<file path="config.mk">
export PLATFORM = sky130hd
export DESIGN_NAME = traffic_controller_param
export DESIGN_NICKNAME = d
export VERILOG_FILES = /design/src/rtl/traffic_controller_param.sv
export SDC_FILE = /design/constraint.sdc
export NUM_CORES = 1
export LEC_CHECK = 0
export ABC_CLOCK_PERIOD_IN_PS = 5750
export CORE_ASPECT_RATIO = 1.1
export CORE_MARGIN = 2
export CORE_UTILIZATION = 60
export DETAILED_ROUTE_END_ITERATION = 8
export PLACE_DENSITY = 0.87
export SYNTH_ARGS = -nofsm -noshare
export SYNTH_HDL_FRONTEND = slang
export SYNTH_SLANG_ARGS = --single-unit
</file>
<file path="constraint.sdc">
create_clock -name clk -period 5.75 [get_ports clk]
set_clock_uncertainty 0.2 [all_clocks]
set_input_delay 1.15 -clock clk [delete_from_list [all_inputs] [get_ports clk]]
set_output_delay 1.15 -clock clk [all_outputs]
set_load 0.005 [all_outputs]
</file>
<file path="src/rtl/traffic_controller_param.sv">
// Parameterised phase-based traffic light controller with green extension, demand-driven
// phase skipping, and a flashing-yellow override followed by an all-red clearance.
module traffic_controller_param #(
  parameter int unsigned                        NUM_LIGHTS = 6,
  parameter int unsigned                        NUM_PHASES = 3,
  parameter logic [NUM_PHASES*NUM_LIGHTS-1:0]   PHASE_MASK = 18'h388CD,
  parameter int unsigned                        TICK_DIV   = 50_000_000,
  parameter int unsigned                        T_RY       = 1,
  parameter int unsigned                        T_G        = 2,
  parameter int unsigned                        T_Y        = 1,
  parameter int unsigned                        T_R        = 1,
  parameter int unsigned                        T_EXT      = 1,
  parameter int unsigned                        MAX_EXT    = 2
) (
  input  logic                      clk,
  input  logic                      rst_n,
  input  logic [NUM_PHASES-1:0]     demand,
  input  logic                      ext_req,
  input  logic                      flash,
  output logic [3*NUM_LIGHTS-1:0]   lights,
  output logic [2:0]                phase,
  output logic [1:0]                sub_state,
  output logic                      flashing
);

  if (NUM_PHASES < 2 || NUM_PHASES > 8) begin : g_bad_phases
    $error("NUM_PHASES out of range");
  end
  if (NUM_LIGHTS < 1 || TICK_DIV < 1) begin : g_bad_div
    $error("NUM_LIGHTS and TICK_DIV must be at least 1");
  end
  if (T_RY < 1 || T_RY > 65535 || T_G < 1 || T_G > 65535 || T_Y < 1 || T_Y > 65535 ||
      T_R < 1 || T_R > 65535 || T_EXT < 1 || T_EXT > 65535) begin : g_bad_dur
    $error("sub-state duration out of range");
  end

  localparam int unsigned PW = (TICK_DIV > 1) ? $clog2(TICK_DIV) : 1;
  localparam int unsigned EW = (MAX_EXT > 0) ? $clog2(MAX_EXT + 1) : 1;

  typedef enum logic [1:0] {ModeRun, ModeFlash, ModeClear} mode_e;
  typedef enum logic [1:0] {SubRy = 2'b00, SubG = 2'b01, SubY = 2'b10, SubR = 2'b11} sub_e;

  mode_e                 mode_q;
  sub_e                  sub_q;
  logic [2:0]            phase_q;
  logic [PW-1:0]         presc_q;
  logic [15:0]           timer_q;
  logic [EW-1:0]         ext_cnt_q;
  logic [NUM_PHASES-1:0] req_q;
  logic                  flash_on_q;

  logic                  tick;
  logic                  expire;
  logic [2:0]            next_phase;
  logic                  found;
  int                    idx;
  logic [NUM_PHASES-1:0] phase_hot;
  logic [2:0]            sub_colour;

  assign tick   = (presc_q == PW'(TICK_DIV - 1));
  assign expire = tick && (timer_q == 16'd1);

  always_comb begin
    for (int p = 0; p < int'(NUM_PHASES); p++) begin
      phase_hot[p] = (int'(phase_q) == p);
    end
  end

  // Search starts after the current phase and wraps, so the current phase is checked last.
  always_comb begin
    next_phase = (int'(phase_q) == int'(NUM_PHASES) - 1) ? 3'd0 : phase_q + 3'd1;
    found      = 1'b0;
    idx        = 0;
    for (int i = 1; i <= int'(NUM_PHASES); i++) begin
      idx = (int'(phase_q) + i) % int'(NUM_PHASES);
      if (!found && req_q[idx]) begin
        found      = 1'b1;
        next_phase = 3'(idx);
      end
    end
  end

  always_ff @(posedge clk) begin
    if (!rst_n) begin
      mode_q     <= ModeRun;
      sub_q      <= SubRy;
      phase_q    <= 3'd0;
      presc_q    <= '0;
      timer_q    <= 16'(T_RY);
      ext_cnt_q  <= '0;
      req_q      <= '0;
      flash_on_q <= 1'b0;
    end else if (flash) begin
      req_q <= req_q | demand;
      if (mode_q != ModeFlash) begin
        mode_q     <= ModeFlash;
        presc_q    <= '0;
        flash_on_q <= 1'b1;
      end else if (tick) begin
        presc_q    <= '0;
        flash_on_q <= ~flash_on_q;
      end else begin
        presc_q <= presc_q + 1'b1;
      end
    end else begin
      req_q <= req_q | demand;
      case (mode_q)
        ModeFlash: begin
          mode_q  <= ModeClear;
          presc_q <= '0;
          timer_q <= 16'(T_R);
        end
        ModeClear: begin
          presc_q <= tick ? '0 : presc_q + 1'b1;
          if (expire) begin
            mode_q    <= ModeRun;
            phase_q   <= 3'd0;
            sub_q     <= SubRy;
            timer_q   <= 16'(T_RY);
            ext_cnt_q <= '0;
          end else if (tick) begin
            timer_q <= timer_q - 16'd1;
          end
        end
        default: begin
          presc_q <= tick ? '0 : presc_q + 1'b1;
          if (expire) begin
            unique case (sub_q)
              SubRy: begin
                sub_q   <= SubG;
                timer_q <= 16'(T_G);
                req_q   <= (req_q | demand) & ~phase_hot;
              end
              SubG: begin
                if (ext_req && (ext_cnt_q < EW'(MAX_EXT))) begin
                  timer_q   <= 16'(T_EXT);
                  ext_cnt_q <= ext_cnt_q + 1'b1;
                end else begin
                  sub_q   <= SubY;
                  timer_q <= 16'(T_Y);
                end
              end
              SubY: begin
                sub_q   <= SubR;
                timer_q <= 16'(T_R);
              end
              SubR: begin
                sub_q     <= SubRy;
                timer_q   <= 16'(T_RY);
                ext_cnt_q <= '0;
                phase_q   <= next_phase;
              end
            endcase
          end else if (tick) begin
            timer_q <= timer_q - 16'd1;
          end
        end
      endcase
    end
  end

  always_comb begin
    unique case (sub_q)
      SubRy:   sub_colour = 3'b110;
      SubG:    sub_colour = 3'b001;
      SubY:    sub_colour = 3'b010;
      default: sub_colour = 3'b100;
    endcase
  end

  always_comb begin
    lights = '0;
    for (int i = 0; i < int'(NUM_LIGHTS); i++) begin
      case (mode_q)
        ModeFlash: lights[3*i +: 3] = flash_on_q ? 3'b010 : 3'b000;
        ModeClear: lights[3*i +: 3] = 3'b100;
        default: begin
          lights[3*i +: 3] = PHASE_MASK[int'(phase_q) * int'(NUM_LIGHTS) + i] ?
                             sub_colour : 3'b100;
        end
      endcase
    end
  end

  assign phase     = phase_q;
  assign sub_state = sub_q;
  assign flashing  = (mode_q == ModeFlash);

endmodule

</file>
## Yosys cells after proc, flatten, opt, wreduce, memory -nomap -nowiden

Memory sizes are Yosys's and may differ from the RTL's.
Index checks and enable logic that the tools add are counted.

| cells by class | value |
|---|---|
| divide/modulo/power cells | 3 |
| eq/ne operators | 14 |
| order comparisons | 10 |
| $add $sub $neg | 12 |
| shift-type cells | 0 |
| reductions and logical operators | 19 |
| muxes and demuxes | 72 |
| bitwise logic cells | 6 |
| multiply operators | 1 |

Operator list:

| kind | number |
|---|---|
| less-than comparator 32 x 7 -> 1 bit (second input constant) | 5 |
| two-way mux 26 bit | 4 |
| less-than comparator 32 x 4 -> 1 bit (second input constant) | 3 |
| remainder unit 32 x 3 -> 32 bit (second input constant) | 3 |
| adder 32 x 3 -> 32 bit (second input constant) | 2 |
| case mux 16 bit (2 select lines) | 2 |
| two-way mux 3 bit | 17 |
| two-way mux 16 bit | 3 |
| case mux 3 bit (2 select lines) | 7 |
| adder 32 x 2 -> 32 bit (second input constant) | 1 |
| adder 32 x 4 -> 32 bit (second input constant) | 1 |
| adder 26 x 1 -> 26 bit (second input constant) | 1 |
| equality test 26 bit (second input constant) | 1 |
| two-way mux 1 bit | 22 |
| equality test 16 x 1 -> 1 bit (second input constant) | 1 |
| two-way mux 2 bit | 8 |
| case mux 2 bit (2 select lines) | 4 |
| subtractor 16 x 1 -> 16 bit (second input constant) | 1 |
| case mux 3 bit (3 select lines) | 1 |
| adder 3 x 2 -> 4 bit (second input constant) | 2 |
| case mux 2 bit (4 select lines) | 1 |
| AND reduction 4 bit | 2 |
| adder 6 x 3 -> 7 bit (second input constant) | 1 |
| less-than comparator 7 x 6 -> 1 bit (second input constant) | 1 |
| other kinds (28) | 43 |

| word-level totals | value |
|---|---|
| bits in writable memories | 0 |
| bits in latches | 0 |
| register bits | 55 |
| bits in read-only memories | 176 |
| memories kept | 6 |
| word-level logic and storage cells | 151 |
| output and inout port bits | 24 |

Memories:

| name | depth | bits a word | rd ports | clocked after memory_dff | write ports | line | RTL |
|---|---|---|---|---|---|---|---|
| (name not given) | 32 | 1 | 1 | 0 | 0 | 178 | `lights[3*i +: 3] = PHASE_MASK[int'(phase_q) * int'(NUM_LIGHTS) + i] ?` |
| (name not given) | 32 | 1 | 1 | 0 | 0 | 178 |  |
| (name not given) | 32 | 1 | 1 | 0 | 0 | 178 |  |
| (name not given) | 32 | 1 | 1 | 0 | 0 | 178 |  |
| (name not given) | 32 | 1 | 1 | 0 | 0 | 178 |  |
| (name not given) | 16 | 1 | 1 | 0 | 0 | 178 |  |

## Depth between registers and ports, before layout

| depth | value |
|---|---|
| word-level depth | 15 |
| gate-level depth with buffers | 19 |
| depth with buffers taken out | 17 |

## Worst setup path after synthesis

No wires, ideal clock.

| path | value |
|---|---|
| kind | flip-flop to flip-flop |
| from | register phase_q[0] (netlist: phase[0]) |
| to | register phase_q[2] (netlist: phase[2]) |
| stages on the path, launching flop included | 18 |
| path slack | 902 ps |
| period minus slack after synthesis | 4848 ps |
| required time | 5471 ps |
| data arrival time | 4569 ps |
| library setup time | 79 ps |
| path buffers | 3 |
| cell sequence | dfxtp_1 -> clkbuf_1 -> buf_1 -> inv_1 -> ha_1 -> clkbuf_1 -> inv_1 -> ha_1 -> inv_1 -> ha_1 -> or3b_2 -> mux2_4 -> a211oi_4 -> inv_2 -> o311ai_2 -> nand2_1 -> or4_1 -> o211ai_1 |

| on the way | value |
|---|---|
| cells in the longest elaborated chain, start to end | 15 |

Ends and longest elaborated chain:

| item | line | RTL |
|---|---|---|
| start: declaration | 45 | `logic [2:0] phase_q;` |
| start signal: assignment | 151 | `phase_q <= next_phase;` |
| adder 3 x 1 -> 4 bit | 75 | `idx = (int'(phase_q) + i) % int'(NUM_PHASES);` |
| remainder unit 32 x 3 -> 32 bit | 75 |  |
| binary-select mux 1 bit (select 2 bit) | 76 | `if (!found && req_q[idx]) begin` |
| two-way mux 1 bit (implied by the code) (2 in a row) | 76 |  |
| two-way mux 1 bit | 76 |  |
| logical NOT 1 bit | 76 |  |
| logical AND 1 bit | 76 |  |
| two-way mux 1 bit | 76 |  |
| logical NOT 1 bit | 76 |  |
| logical AND 1 bit | 76 |  |
| two-way mux 3 bit * | 76 |  |
| two-way mux 3 bit * | 128 | `unique case (sub_q)` |
| two-way mux 3 bit * | 127 | `if (expire) begin` |
| case mux 3 bit (2 select lines) * | 107 | `case (mode_q)` |

Every way passes the cells marked *; elsewhere a longest branch is shown, timed or not. The select of a mux whose other input is x is not followed.
A chain may end at the register's enable or synchronous reset.

## Worst setup path after layout

| path | value |
|---|---|
| from | register phase_q[1] (netlist: phase[1]) |
| to | register phase_q[0] (netlist: phase[0]) |

Same word-level chain as after synthesis.

==> results.tsv <==
metric	value	unit
status	completed	
slowest stage delay, CP	0.65	ns
worst reg2reg startpoint	phase[1]$_SDFFE_PN0P_	
critical path startpoint	phase[1]$_SDFFE_PN0P_	
RSZ-0062 raised after global routing	false	
Clock Root Buffer	clkbuf_8	
layout cells sized above 1	5.84	%
DRC	0	
Slew @ Worst Pin	0.936	ns
Largest delay share family, worst path	simple AND/OR/NAND/NOR gates	
arrival time at the worst endpoint	5.03	ns
clock tree buffer depth	2	
top cells by area, synth	dfxtp_1 (26%), ha_1 (9.6%), nor2_1 (7.1%)	
Hold Crit Endpoint	presc_q[0]$_SDFF_PN0_	
antenna violations before repair	0	
Slew Limit Fails	0	
Post-synth EDFFs	0	
cell count after synthesis	527	
synthesized flop and latch total	55	
Post CTS Setup Buffer Count	0	
CORE AREA	6630	µm²
Hold Path Depth	1	
async set-reset flop share out of synthesis	0	%
ys flop type	dfxtp_1	
Initial DRT Pass Iterations	5	
Leak	0.00174	µW
Starting Density	62.7	%
vias post-DR	3803	
Slew headroom	37.4	%
Power Dens Cells	157	nW/µm²
Final GP Congestion	0.917	
hold_buf cts	0	
HP Class	flip-flop to flip-flop	
# setup viols final	0	
CP required	5.77	ns
Final Power	719	µW
Final Cell Area	4580	µm²
Tcrit/Tclk final	87.3	%
vias in the first global route	3553	
fmax	199	MHz
final net count	587	
CTS H-Tree Depth	2	
DRT iter0 DRCs	325	
number of diodes	0	
die span in y	91.3	µm
Clock Latency Late Sink	0.32	ns
Clock Sink Count	55	
IO Pins	31	
hpwl dp	6940	µm
Crit Path Max Fanout	13	
max_cap viols	0	
syn avg cell area	7.89	µm²
wire per inst	14.7	µm
Routed Antenna Nets	0	
Yosys top cell area share	26.5	%
CTS tree	built	
Area after DPL	4490	µm²
post-synth cell types	73	
worst r2r dst	phase[0]$_SDFFE_PN0P_	
post-synth top area cell	dfxtp_1	
fin util	69.1	%
Mapped Area	4160	µm²
Inserted Clock Buffers	5	
setup_tns	0	ns
most used cell, CP	ha_1	
vias per std cell	6.04	
worst vdd ir	169	µV
setup slack, reg-to-reg	0.73	ns
Hold Crit Start	presc_q[0]$_SDFF_PN0_	
grt ovf	0	
port bufs	30	
sum of buffers and inverters on the critical path	0	
row cnt	31	
placed insts	622	
CP max stage cell	dfxtp_1	
synth-to-layout area growth	10.3	%
total die area	7610	µm²
CTS clock-pin slew for the worst setup and hold paths	0.11	ns
worst-case reg-to-reg path depth	14	
CTS resizes	0	
final WL	9250	µm
crit path cell chain	ha_1 -> and2_1 -> nor2_1 -> ha_1 -> nand4b_1 -> or3_1 -> a21o_1 -> and2_1 -> ha_1 -> or3_1 -> o41ai_4 -> nand3_1 -> o311a_1 -> a31o_2	
Worst setup SP type	flip-flop	
CP Class	flip-flop to flip-flop	
largest net degree at the start of global routing	26	
first-pass GRT wire length	15800	µm
Final Non-Filler Cells	630	
sequential cell area fraction in the yosys report	26.5	%
crit end category	flip-flop	
Tmin final	5.02	ns
Hold Vio Cnt, Final	0	
GRT Overall Usage	24.3	%
width of the die	83.4	µm
total number of yosys warnings	0	
syn nets	567	
[state kept, by name, summed over array words and instances, names as in the netlist]
signal / cells
timer_q: 16
mode_q: 2
sub_state: 2
req_q: 3
presc_q: 26
phase: 3
ext_cnt_q: 2
flash_on_q: 1
[cells in the mapped netlist, types with 9 or more instances]
cell	count
a21oi_1	25
clkbuf_1	13
dfxtp_1	55
ha_1	32
inv_1	26
nand2_1	37
nand3_1	21
nand4_1	9
nor2_1	79
nor2b_1	11
nor3_1	15
o21ai_0	28
or3_1	9
xnor2_1	22
xor2_1	20
[per-layer routing]
layer  vias to the layer above  global-route usage [%]  part of all wire (%)
li1                       1896                       -                     -
met1                      1763                    30.5                    44
met2                       123                    44.6                    50
met3                        21                    2.36                   4.9
met4                         0                    6.01                   1.5
met5                         -                       0                     0
[through the flow]
step	hold slack, ns	worst slack, ns
after floorplan	0.242	0.902
after global placement	0.261	0.958
after detailed placement	0.273	0.798
after CTS	0.300	0.785
after global routing	0.338	0.441
final	0.296	0.732
[report_power, final]
| group | leakage [µW] | internal [µW] | switching [µW] | total (µW) |
|---|---|---|---|---|
| logic | 0.00124 | 41.5 | 48.0 | 89.5 |
| clock network | 0.0000511 | 92.4 | 144 | 236 |
| registers | 0.000445 | 386 | 7.92 | 394 |
| total | 0.00174 | 520 | 200 | 719 |
[placed cells by master, fill, tap and decap left out, drive strengths merged, types with 3 or more instances in the layout]
cell	n
a211o	3
a211oi	4
a21boi	5
a21o	5
a21oi	26
a221oi	3
a22oi	3
a31oi	3
and2	6
and3	5
and4	4
clkbuf	5
clkdlybuf4s50	30
dfxtp	55
ha	32
inv	32
mux2i	8
nand2	37
nand2b	7
nand3	21
nand4	9
nor2	80
nor2b	11
nor3	15
nor4	4
o211ai	7
o21ai	28
o221ai	3
o22ai	3
or3	10
or4	4
xnor2	23
xor2	21
[cell type report]
class                      instances  area, µm²
multi-input combinational        423       2860
timing repair buffer              32        315
fill                             531       2050
sequential                        55       1100
tap                               82        103
clock inverter                     3       28.8
inverter                          30        113
clock buffer                       5       68.8
[how the worst max path moves through the flow]
| stage | endpoint | slack [ns] | depth (start not counted) |
|---|---|---|---|
| after floorplan | phase[2]$_SDFFE_PN0P_ | 0.90 | 17 |
| after global placement | phase[2]$_SDFFE_PN0P_ | 0.96 | 13 |
| after detailed placement | phase[2]$_SDFFE_PN0P_ | 0.80 | 14 |
| after CTS | phase[2]$_SDFFE_PN0P_ | 0.79 | 14 |
| after global routing | phase[2]$_SDFFE_PN0P_ | 0.44 | 14 |
| final | phase[0]$_SDFFE_PN0P_ | 0.73 | 14 |
[cell families (layout without fill, tap and decap cells)]
family / Yosys count / after routing / synth area share (%)
multiplexers: 9 / 9 / 2.38
AO/OA/AOI/OAI: 110 / 110 / 18.8
flip-flops: 55 / 55 / 26.5
buffers and inverters: 49 / 70 / 4.82
adder cells (fa/ha/maj): 33 / 33 / 10.1
XOR/XNOR: 44 / 44 / 9.90
AND/OR/NAND/NOR: 227 / 227 / 27.5
(Power assumes the default switching activity.)
